===== src/rtl/if_fetch_ctrl_pkg.sv =====
// Shared types and defaults for the instruction-fetch slice.
// Latency: n/a (declarations only).
// Backpressure: n/a.
// Contents: default PC width, reset PC, instruction width, fetch credit depth, fetch FSM states.
package if_fetch_ctrl_pkg;

  localparam int          FETCH_XLEN     = 64;
  localparam logic [63:0] FETCH_RESET_PC = 64'h0;
  localparam int          INSTR_W        = 32;
  localparam int          FETCH_DEPTH    = 2;

  typedef enum logic [1:0] {
    BOOT  = 2'd0,
    RUN   = 2'd1,
    FLUSH = 2'd2
  } fetch_state_e;

endpackage


===== src/rtl/if_fetch_ctrl_if.sv =====
// Bundle of the fetch unit's handshakes: redirect in, imem request/response, IF/ID output.
// Latency: n/a (wires only).
// Backpressure: imem_req_ready stalls requests, out_ready stalls delivery; responses cannot be stalled.
// Modports: master = fetch unit side, slave = surrounding core / memory / testbench side.
interface if_fetch_ctrl_if
  #(parameter int XLEN = if_fetch_ctrl_pkg::FETCH_XLEN);
  import if_fetch_ctrl_pkg::*;

  logic               redirect_valid;
  logic [XLEN-1:0]    redirect_pc;
  logic               imem_req_valid;
  logic [XLEN-1:0]    imem_req_addr;
  logic               imem_req_ready;
  logic               imem_resp_valid;
  logic [INSTR_W-1:0] imem_resp_data;
  logic               out_valid;
  logic [XLEN-1:0]    out_pc;
  logic [INSTR_W-1:0] out_instr;
  logic               out_ready;

  modport master (
    input  redirect_valid, redirect_pc,
    output imem_req_valid, imem_req_addr,
    input  imem_req_ready, imem_resp_valid, imem_resp_data,
    output out_valid, out_pc, out_instr,
    input  out_ready
  );

  modport slave (
    output redirect_valid, redirect_pc,
    input  imem_req_valid, imem_req_addr,
    output imem_req_ready, imem_resp_valid, imem_resp_data,
    input  out_valid, out_pc, out_instr,
    output out_ready
  );

endinterface


===== src/rtl/if_fetch_ctrl_fetch_fifo.sv =====
// Small synchronous FIFO with fall-through head (pop_dat valid whenever !empty).
// Latency: a pushed word is visible at pop_dat the cycle after the push.
// Backpressure: push is dropped when full unless a pop frees a slot the same cycle; flush empties it.
// Ports: clk, rst (sync, high), flush, push/push_dat, pop/pop_dat, count, full, empty.
module fetch_fifo #(
  parameter int WIDTH = 8,
  parameter int DEPTH = 2
) (
  input  logic                   clk,
  input  logic                   rst,
  input  logic                   flush,
  input  logic                   push,
  input  logic [WIDTH-1:0]       push_dat,
  input  logic                   pop,
  output logic [WIDTH-1:0]       pop_dat,
  output logic [$clog2(DEPTH):0] count,
  output logic                   full,
  output logic                   empty
);

  localparam int AW = $clog2(DEPTH);
  localparam int CW = AW + 1;

  logic [WIDTH-1:0] mem [DEPTH];
  logic [AW-1:0]    wr_ptr;
  logic [AW-1:0]    rd_ptr;
  logic [CW-1:0]    cnt;
  logic             do_push;
  logic             do_pop;

  assign empty   = (cnt == '0);
  assign full    = (cnt == CW'(DEPTH));
  assign do_pop  = pop && !empty;
  assign do_push = push && (!full || do_pop);
  assign pop_dat = mem[rd_ptr];
  assign count   = cnt;

  // DEPTH is a power of two, so the pointers wrap on their own.
  always_ff @(posedge clk) begin
    if (rst || flush) begin
      wr_ptr <= '0;
      rd_ptr <= '0;
      cnt    <= '0;
    end else begin
      if (do_push) wr_ptr <= wr_ptr + 1'b1;
      if (do_pop)  rd_ptr <= rd_ptr + 1'b1;
      cnt <= cnt + CW'(do_push) - CW'(do_pop);
    end
  end

  always_ff @(posedge clk) begin
    if (do_push) mem[wr_ptr] <= push_dat;
  end

endmodule


===== src/rtl/if_fetch_ctrl.sv =====
// Fetch sequencer: owns the fetch PC, issues imem word requests, pairs in-order responses with PCs.
// Latency: response in cycle t is presented on out_* in cycle t+1; 1 instr/cycle with 1-cycle imem.
// Backpressure: at most DEPTH fetches in flight or buffered; out_ready low stops new requests.
// Ports: clk, rst (sync, high), bus (master): redirect in, imem req/resp, {out_pc,out_instr} to IF/ID.
module if_fetch_ctrl
  import if_fetch_ctrl_pkg::*;
#(
  parameter int              XLEN     = FETCH_XLEN,
  parameter logic [XLEN-1:0] RESET_PC = XLEN'(FETCH_RESET_PC),
  parameter int              DEPTH    = FETCH_DEPTH
) (
  input logic             clk,
  input logic             rst,
  if_fetch_ctrl_if.master bus
);

  localparam int CW = $clog2(DEPTH) + 1;
  localparam int OW = XLEN + INSTR_W;

  fetch_state_e    state_q, state_d;
  logic [XLEN-1:0] pc_q;
  logic [CW-1:0]   inflight_q, inflight_d;
  logic [CW-1:0]   discard_q, discard_d;

  logic            redir, resp_ok, resp_drop, resp_keep;
  logic            req_vld, req_fire, out_vld, out_pop, credit_ok;
  logic [XLEN-1:0] pcq_head;
  logic [CW-1:0]   pcq_count, outq_count;
  logic            pcq_full, pcq_empty, outq_full, outq_empty;
  logic [OW-1:0]   outq_head;

  assign redir = bus.redirect_valid;
  // A response with nothing outstanding is a leftover from before a reset.
  assign resp_ok   = bus.imem_resp_valid && (inflight_q != '0);
  // Responses landing in a redirect cycle belong to the abandoned path.
  assign resp_drop = resp_ok && (redir || (discard_q != '0));
  assign resp_keep = resp_ok && !resp_drop;

  // IF/ID is being flushed by the same redirect, so nothing is offered that cycle.
  assign out_vld = !outq_empty && !redir;
  assign out_pop = out_vld && bus.out_ready;

  // Credits count in-flight plus buffered fetches. A slot being popped this cycle is
  // reused immediately; without that, a 1-cycle imem could not sustain 1 instr/cycle.
  assign credit_ok = (int'(inflight_q) + int'(outq_count) - int'(out_pop)) < DEPTH;

  assign req_fire   = req_vld && bus.imem_req_ready;
  assign inflight_d = inflight_q + CW'(req_fire) - CW'(resp_ok);

  // After a redirect every outstanding fetch is stale; a request cannot fire that cycle.
  always_comb begin
    discard_d = discard_q;
    if (redir)          discard_d = inflight_d;
    else if (resp_drop) discard_d = discard_q - 1'b1;
  end

  always_ff @(posedge clk) begin
    if (rst) begin
      pc_q       <= RESET_PC;
      inflight_q <= '0;
      discard_q  <= '0;
    end else begin
      inflight_q <= inflight_d;
      discard_q  <= discard_d;
      if (redir)         pc_q <= {bus.redirect_pc[XLEN-1:2], 2'b00};
      else if (req_fire) pc_q <= pc_q + XLEN'(4);
    end
  end

  // FSM: state register
  always_ff @(posedge clk) begin
    if (rst) state_q <= BOOT;
    else     state_q <= state_d;
  end

  // FSM: next state
  always_comb begin
    state_d = state_q;
    if (redir) begin
      state_d = (inflight_d != '0) ? FLUSH : RUN;
    end else begin
      case (state_q)
        BOOT:    state_d = RUN;
        RUN:     state_d = RUN;
        FLUSH:   if (discard_d == '0) state_d = RUN;
        default: state_d = BOOT;
      endcase
    end
  end

  // FSM: outputs
  always_comb begin
    req_vld = (state_q == RUN) && !redir && credit_ok;
  end

  assign bus.imem_req_valid = req_vld;
  assign bus.imem_req_addr  = pc_q;
  assign bus.out_valid      = out_vld;
  assign bus.out_pc         = outq_empty ? '0 : outq_head[OW-1:INSTR_W];
  assign bus.out_instr      = outq_empty ? '0 : outq_head[INSTR_W-1:0];

  // Address of every accepted fetch still expected to be delivered.
  fetch_fifo #(.WIDTH(XLEN), .DEPTH(DEPTH)) u_pc_q (
    .clk      (clk),
    .rst      (rst),
    .flush    (redir),
    .push     (req_fire),
    .push_dat (pc_q),
    .pop      (resp_keep),
    .pop_dat  (pcq_head),
    .count    (pcq_count),
    .full     (pcq_full),
    .empty    (pcq_empty)
  );

  fetch_fifo #(.WIDTH(OW), .DEPTH(DEPTH)) u_out_q (
    .clk      (clk),
    .rst      (rst),
    .flush    (redir),
    .push     (resp_keep),
    .push_dat ({pcq_head, bus.imem_resp_data}),
    .pop      (out_pop),
    .pop_dat  (outq_head),
    .count    (outq_count),
    .full     (outq_full),
    .empty    (outq_empty)
  );

  a_resp_fits: assert property (@(posedge clk) disable iff (rst)
    !(resp_keep && outq_full))
    else $error("instruction response arrived with output queue full");

  a_pcq_sane: assert property (@(posedge clk) disable iff (rst)
    !(resp_keep && pcq_empty) && !(req_fire && pcq_full) && (pcq_count <= inflight_q))
    else $error("pc queue out of step with in-flight fetches");

  a_late_resp: assert property (@(posedge clk) disable iff (rst)
    !(bus.imem_resp_valid && (inflight_q == '0)))
    else $warning("imem response with nothing in flight ignored");

endmodule


===== src/flat_wrapper.sv =====
// flat-port wrapper written by rule: the top's interface ports become plain ports
module if_fetch_ctrl_flat import if_fetch_ctrl_pkg::*;
#(
  parameter int              XLEN     = FETCH_XLEN,
  parameter logic [XLEN-1:0] RESET_PC = XLEN'(FETCH_RESET_PC),
  parameter int              DEPTH    = FETCH_DEPTH
)
  (clk, rst, bus_redirect_valid, bus_redirect_pc, bus_imem_req_valid, bus_imem_req_addr, bus_imem_req_ready, bus_imem_resp_valid, bus_imem_resp_data, bus_out_valid, bus_out_pc, bus_out_instr, bus_out_ready);
  if_fetch_ctrl_if #(.XLEN(XLEN)) bus_i ();
  input logic clk;
  input logic rst;
  input wire logic [$bits(bus_i.redirect_valid)-1:0] bus_redirect_valid;
  input wire logic [$bits(bus_i.redirect_pc)-1:0] bus_redirect_pc;
  output wire logic [$bits(bus_i.imem_req_valid)-1:0] bus_imem_req_valid;
  output wire logic [$bits(bus_i.imem_req_addr)-1:0] bus_imem_req_addr;
  input wire logic [$bits(bus_i.imem_req_ready)-1:0] bus_imem_req_ready;
  input wire logic [$bits(bus_i.imem_resp_valid)-1:0] bus_imem_resp_valid;
  input wire logic [$bits(bus_i.imem_resp_data)-1:0] bus_imem_resp_data;
  output wire logic [$bits(bus_i.out_valid)-1:0] bus_out_valid;
  output wire logic [$bits(bus_i.out_pc)-1:0] bus_out_pc;
  output wire logic [$bits(bus_i.out_instr)-1:0] bus_out_instr;
  input wire logic [$bits(bus_i.out_ready)-1:0] bus_out_ready;
  assign bus_i.redirect_valid = bus_redirect_valid;
  assign bus_i.redirect_pc = bus_redirect_pc;
  assign bus_imem_req_valid = bus_i.imem_req_valid;
  assign bus_imem_req_addr = bus_i.imem_req_addr;
  assign bus_i.imem_req_ready = bus_imem_req_ready;
  assign bus_i.imem_resp_valid = bus_imem_resp_valid;
  assign bus_i.imem_resp_data = bus_imem_resp_data;
  assign bus_out_valid = bus_i.out_valid;
  assign bus_out_pc = bus_i.out_pc;
  assign bus_out_instr = bus_i.out_instr;
  assign bus_i.out_ready = bus_out_ready;
  if_fetch_ctrl #(.XLEN(XLEN), .RESET_PC(RESET_PC), .DEPTH(DEPTH)) u_core (.clk(clk), .rst(rst), .bus(bus_i));
endmodule

===== config.mk =====
export PLATFORM = sky130hd
export DESIGN_NAME = if_fetch_ctrl_flat
export DESIGN_NICKNAME = d
export VERILOG_FILES = /design/src/rtl/if_fetch_ctrl_pkg.sv /design/src/rtl/if_fetch_ctrl_if.sv /design/src/rtl/if_fetch_ctrl_fetch_fifo.sv /design/src/rtl/if_fetch_ctrl.sv /design/src/flat_wrapper.sv
export SDC_FILE = /design/constraint.sdc
export NUM_CORES = 1
export LEC_CHECK = 0
export ABC_CLOCK_PERIOD_IN_PS = 8050
export BUFFER_PORTS_ARGS = -buffer_cell sky130_fd_sc_hd__buf_2
export CAP_MARGIN = 40
export CORE_ASPECT_RATIO = 2
export CORE_MARGIN = 2
export CORE_UTILIZATION = 41
export DETAILED_ROUTE_END_ITERATION = 8
export GPL_TIMING_DRIVEN = 0
export HOLD_SLACK_MARGIN = 0.02
export PLACE_DENSITY_LB_ADDON = 0.1
export SETUP_SLACK_MARGIN = 0.05
export SKIP_LAST_GASP = 1
export SLEW_MARGIN = 40
export SYNTH_ARGS = -nofsm -noshare
export SYNTH_HDL_FRONTEND = slang
export SYNTH_HIERARCHICAL = 1
export SYNTH_SLANG_ARGS = --single-unit

===== constraint.sdc =====
create_clock -name clk -period 8.05 [get_ports clk]
set_input_delay 0 -clock clk [delete_from_list [all_inputs] [get_ports clk]]
set_output_delay 0 -clock clk [all_outputs]
set_load 0.01 [all_outputs]

==> impl_metrics.py, run 1 <==
metrics = {
    "pwr": {
        "powerDensity_nw_per_um2": 218,
        "finalPower_mw": 4.70,
        "peakVddDrop_mv": 0.167,
        "leakage_nw": 7.81,
    },
    "grt": {
        "grt_max_degree": 19,
        "grt_use_total": 0.224,
        "grt_pass1_wl_um": 71900,
        "grt_busiest_layer": "met2",
        "grt_pass1_vias": 11900,
        "use_met3": 0.0299,
        "grt-ovfl-total": 0,
        "grtUsageMet2": 0.420,
        "met1_usage": 0.245,
        "antenna_found_initial": 0,
    },
    "clock_network": {
        "cts_resized": 0,
        "clk_path_buf_depth": 3,
        "root_buffer": "clkbuf_16",
        "cts_setup_buffers": 0,
        "hold_buffers": 97,
        "cts_made_buffers": 38,
        "cts.clk_slew.worst_paths_ns": 0.07,
        "ctsHtreeMaxLevel": 2,
        "cts_tree": "yes",
        "clock_latency_ns": 0.54,
        "cts_sinks": 398,
    },
    "timing": {
        "rsz0062_at_grt": "no",
        "max_freq_ghz": 0.142,
        "finClkSkew_ns": 0.0159,
        "finalCriticalPeriod_ns": 7.03,
        "hold_violations": 0,
        "hold_ws_ns": 0.0834,
        "tightest_slew_ns": 0.926,
        "setup_tns_ns": 0,
        "slew_headroom": 0.383,
        "slew_viol_final": 0,
        "post-route-period-util": 0.873,
        "setup_violations": 0,
    },
    "place": {
        "dp.cells": 2036,
        "portBuffers": 259,
        "dp_hpwl_um": 35500,
        "placement.cell_area_um2": 19400,
        "gp_congestion": 0.967,
    },
    "route": {
        "first_pass_iters": 5,
        "wire_per_inst_um": 22.4,
        "initialDrtViolationCount": 740,
        "viasPerCell": 5.33,
        "routed_wl_um": 49200,
        "dr_total_vias": 11700,
        "drtAntennaViolNets": 0,
        "drc": 0,
    },
    "status": {
        "status": "complete, no violations",
    },
    "floorplan": {
        "row_count": 105,
        "die_w_um": 147,
        "core_um2": 40900,
        "io_pins": 264,
        "dieArea_um2": 42900,
        "fp.dieH_um": 291,
        "start_util": 0.413,
    },
    "critical_path": {
        "cp_max_fo": 18,
        "ff2ff_setup_slack_ns": 1.02,
        "worstPathCellList": "nor2_4, clkbuf_2, nor2_1, and2_1, ha_1, nand2b_1, fa_1, a21oi_1, nor4b_1, nand2_1, inv_1, clkbuf_1, clkbuf_1, o21ai_2, nor2_4, buf_16, buf_16, buf_8",
        "cp_slowest_cell": "clkbuf_1",
        "cp-end-kind": "register",
        "max_stage_delay_ns": 0.76,
        "required_ns": 8.29,
        "start_kind": "register",
        "cp.arrival_ns": 7.26,
        "critPathKind": "reg2reg",
        "reg2reg_depth": 18,
    },
    "layout": {
        "nets": 1750,
        "finalNonFillerCells": 2199,
        "stdcell_area_um2": 21600,
        "diodes": 0,
        "layout_commonest_cell": "edfxtp_1",
        "final_cell_mix": "edfxtp_1, buf_2, mux2_2",
        "final_layout_size_suffix_gt1_frac": 0.325,
        "area_delta_synth_final_pct": 28.0,
        "n_fill_cell": 3589,
    },
    "job": {
        "drv_cap": 0,
    },
    "min_path": {
        "whs_path_depth": 5,
        "hold_path_class": "in2reg",
    },
    "synth": {
        "synthCells": 1217,
        "yosysWarnings": 6,
        "synth_area_um2": 16900,
        "syn_avg_cell_area_um2": 13.9,
    },
}
==> metal layers <==
layer,part of all wire,vias to the layer above,routed length (um)
met5,0,-,0
met4,0.050,0,2470
met3,0.055,116,2710
met2,0.53,497,26200
met1,0.36,5692,17800
li1,-,5425,-
==> worst paths after layout <==
kind                                start                  endpoint
setup / recovery  u_core/u_out_q/count[1]  u_core/u_pc_q/mem[0][21]
hold / removal              bus_out_ready     u_core/u_out_q/rd_ptr
setup reg to reg  u_core/u_out_q/count[1]  u_core/u_pc_q/mem[0][21]
hold reg to reg      u_core/u_pc_q/rd_ptr                  register
==> per-stage QoR <==
| step | utilization | setup WS (ns) |
|---|---|---|
| 4_1_cts | 0.528 | 1.22 |
| 3_3_place_gp | 0.461 | -4.02 |
| 6_report | 0.529 | 1.02 |
| 3_5_place_dp | 0.474 | 1.25 |
| 2_1_floorplan | - | 1.07 |
| 5_1_grt | 0.529 | 0.779 |
==> flip-flops by register name, indices dropped and copies added (netlist names), named ones only <==
register                  cells
u_core/u_out_q/rd_ptr         1
u_core/bus.imem_req_addr     62
u_core/u_out_q/wr_ptr         1
u_core/u_pc_q/rd_ptr          1
u_core/u_pc_q/count           2
u_core/u_out_q/mem          192
u_core/u_pc_q/mem           128
u_core/state_q                2
u_core/discard_q              2
u_core/inflight_q             2
u_core/u_out_q/count          2
u_core/u_pc_q/wr_ptr          1
==> power breakdown <==
part           total (mW)  leakage [nW]  internal (mW)  switching (mW)
combinational       0.473          3.64          0.209           0.264
clock                1.81         0.612           1.06           0.756
sequential           2.42          3.55           2.34          0.0729
==> worst max-delay path: cells and delay by family, from the launching register on <==
kind / cells / cell delay, ns
DFF: 1 / 0.40
and+or+nand+nor: 7 / 2.42
AOI/OAI and AO/OA: 2 / 0.36
adders and majority gates: 2 / 0.87
buffers and inverters: 7 / 2.60
==> area by class of cell <==
type	instances	area, um2	area share
Multi-Input combinational cell	735	5400	0.250
Timing Repair Buffer	376	2720	0.126
Inverter	21	78.8	0.00365
Tap cell	535	669	0.0310
Clock buffer	47	1020	0.0470
Buffer	68	320	0.0148
Sequential cell	398	11200	0.517
Clock inverter	19	226	0.0105
Power figures use the tool's default switching activity.
==> run 2: changes to the inputs <==
--- a/config.mk
+++ b/config.mk
@@ -5,6 +5,7 @@
 export SDC_FILE = /design/constraint.sdc
 export NUM_CORES = 1
 export LEC_CHECK = 0
+export ABC_AREA = 1
 export ABC_CLOCK_PERIOD_IN_PS = 8050
 export BUFFER_PORTS_ARGS = -buffer_cell sky130_fd_sc_hd__buf_2
 export CAP_MARGIN = 40
==> run 2 against run 1 <==
Compared with the run above: die area rose by 9.4%; power rose by 4.6%; combinational power up 36%; global-route usage shrank 1.2 points; largest cell class unchanged; highest routed layer unchanged.
==> impl_metrics.py, run 2 <==
metrics = {
    "route": {
        "drc": 0,
        "dr_total_vias": 13000,
        "wire_per_inst_um": 18.7,
        "first_pass_iters": 5,
        "drtAntennaViolNets": 0,
        "initialDrtViolationCount": 793,
        "viasPerCell": 4.81,
        "routed_wl_um": 50500,
    },
    "timing": {
        "layout_setup_ws_ns": 2.60,
        "finalCriticalPeriod_ns": 5.45,
        "post-route-period-util": 0.677,
        "setup_violations": 0,
        "max_freq_ghz": 0.183,
        "hold_violations": 0,
        "slew_viol_final": 0,
        "tightest_slew_ns": 0.805,
        "rsz0062_at_grt": "no",
        "finClkSkew_ns": 0.0192,
        "slew_headroom": 0.463,
    },
    "layout": {
        "top_register": "u_core/u_out_q/mem",
        "utilization": 0.518,
        "largest_reg_flops": 192,
        "diodes": 0,
        "final_layout_size_suffix_gt1_frac": 0.263,
        "final_cell_mix": "nand2_1, edfxtp_1, buf_2",
        "nets": 2217,
        "layout_commonest_cell": "nand2_1",
        "area_delta_synth_final_pct": 25.3,
    },
    "floorplan": {
        "row_count": 110,
        "die_w_um": 154,
        "dieArea_um2": 46900,
        "fp.dieH_um": 304,
        "start_util": 0.413,
        "core_um2": 44700,
        "io_pins": 264,
    },
    "min_path": {
        "hold_path_class": "in2reg",
        "min-delay-start": "bus_imem_resp_valid",
    },
    "critical_path": {
        "start_kind": "register",
        "cp.arrival_ns": 5.70,
        "cp_max_fo": 16,
        "cp-end-kind": "register",
        "startpoint": "u_core/u_out_q/count[1]",
        "critPathKind": "reg2reg",
        "required_ns": 8.30,
        "crit-reg2reg-launch": "u_core/u_out_q/count[1]",
    },
    "grt": {
        "grt-ovfl-total": 0,
        "grt_pass1_wl_um": 74700,
        "grt_pass1_vias": 12500,
        "grt_use_total": 0.212,
        "antenna_found_initial": 0,
        "grt_max_degree": 19,
    },
    "clock_network": {
        "ctsHtreeMaxLevel": 2,
        "cts.clk_slew.worst_paths_ns": 0.07,
        "cts_made_buffers": 37,
        "clk_path_buf_depth": 3,
        "clock_latency_ns": 0.54,
        "cts_tree": "yes",
        "cts_sinks": 398,
        "cts_resized": 0,
        "root_buffer": "clkbuf_16",
    },
    "place": {
        "gp_congestion": 0.984,
        "post-place-ws_ns": 2.55,
        "portBuffers": 259,
        "dp_hpwl_um": 37800,
    },
    "synth": {
        "yosysWarnings": 6,
        "synth_area_um2": 18500,
        "syn_avg_cell_area_um2": 11.0,
        "synthCells": 1684,
    },
    "pwr": {
        "peakVddDrop_mv": 0.150,
        "leakage_nw": 9.39,
        "powerDensity_nw_per_um2": 212,
    },
    "status": {
        "status": "complete, no violations",
    },
    "job": {
        "drv_cap": 0,
    },
}
==> run 2: path summary, 6_finish.rpt <==
| check | end | depth (start not counted) | slack (ns) |
|---|---|---|---|
| setup / recovery | u_core/u_pc_q/mem[1][5] | 20 | 2.60 |
| hold / removal | u_core/discard_q[0] | 6 | 0.08 |
| setup reg to reg | u_core/u_pc_q/mem[1][5] | 20 | 2.60 |
| hold reg to reg | u_core/u_out_q/rd_ptr | 2 | 0.51 |
==> run 2: layer usage <==
layer / GRT usage / vias to the layer above / wire (um)
met4: 0.0696 / 0 / 1550
li1: - / 6407 / -
met1: 0.260 / 6103 / 20800
met5: 0 / - / 0
met3: 0.0273 / 72 / 2380
met2: 0.384 / 381 / 25700
==> run 2: critical path, cell delays in order (launching register included) <==
cell and delay, ns:
dfxtp_1 0.40, nor2_1 0.09, clkbuf_2 0.38, clkbuf_2 0.49, nor3b_1 0.47, ha_1 0.30, inv_1 0.07, nand2_1 0.06
fa_1 0.51, a21oi_1 0.10, nor2_2 0.15, nand3_4 0.23, inv_2 0.15, buf_6 0.17, buf_6 0.20, nand2_1 0.18
nor2_4 0.37, buf_8 0.22, buf_8 0.19, buf_8 0.20, buf_16 0.18
==> run 2: stage by stage <==
stage / hold WS, ns / instances / area (um2) / power [mW] / TNS, ns
floorplan: 0.0751 / 1689 / 18500 / 2.90 / 0
global placement: 0.187 / 2508 / 20500 / 3.13 / -698.69
detailed placement: 0.192 / 2529 / 21000 / 3.16 / 0
CTS: 0.0608 / 2694 / 23200 / 4.98 / 0
global route: 0.134 / 2694 / 23200 / 5.12 / 0
finish: 0.0834 / 2694 / 23200 / 4.92 / 0
==> run 2: area by class of cell <==
class / instances / area, um2
Clock inverter: 17 / 198
Multi-Input combinational cell: 1006 / 6050
Buffer: 57 / 458
Tap cell: 560 / 701
Inverter: 228 / 856
Clock buffer: 51 / 1030
Sequential cell: 398 / 11200
Timing Repair Buffer: 377 / 2700
Fill cell: 4095 / 21600
==> run 2: repair_timing <==
action / 4_1_cts / 5_1_grt
endpoints found under the hold margin: 138 / 0
hold buffers: 97 / 0
buffers inserted: 0 / 0
==> run 2: power by group <==
group,switching [mW],internal (mW)
sequential,0.0989,2.41
combinational,0.345,0.298
clock,0.769,1.00
total,1.21,3.71
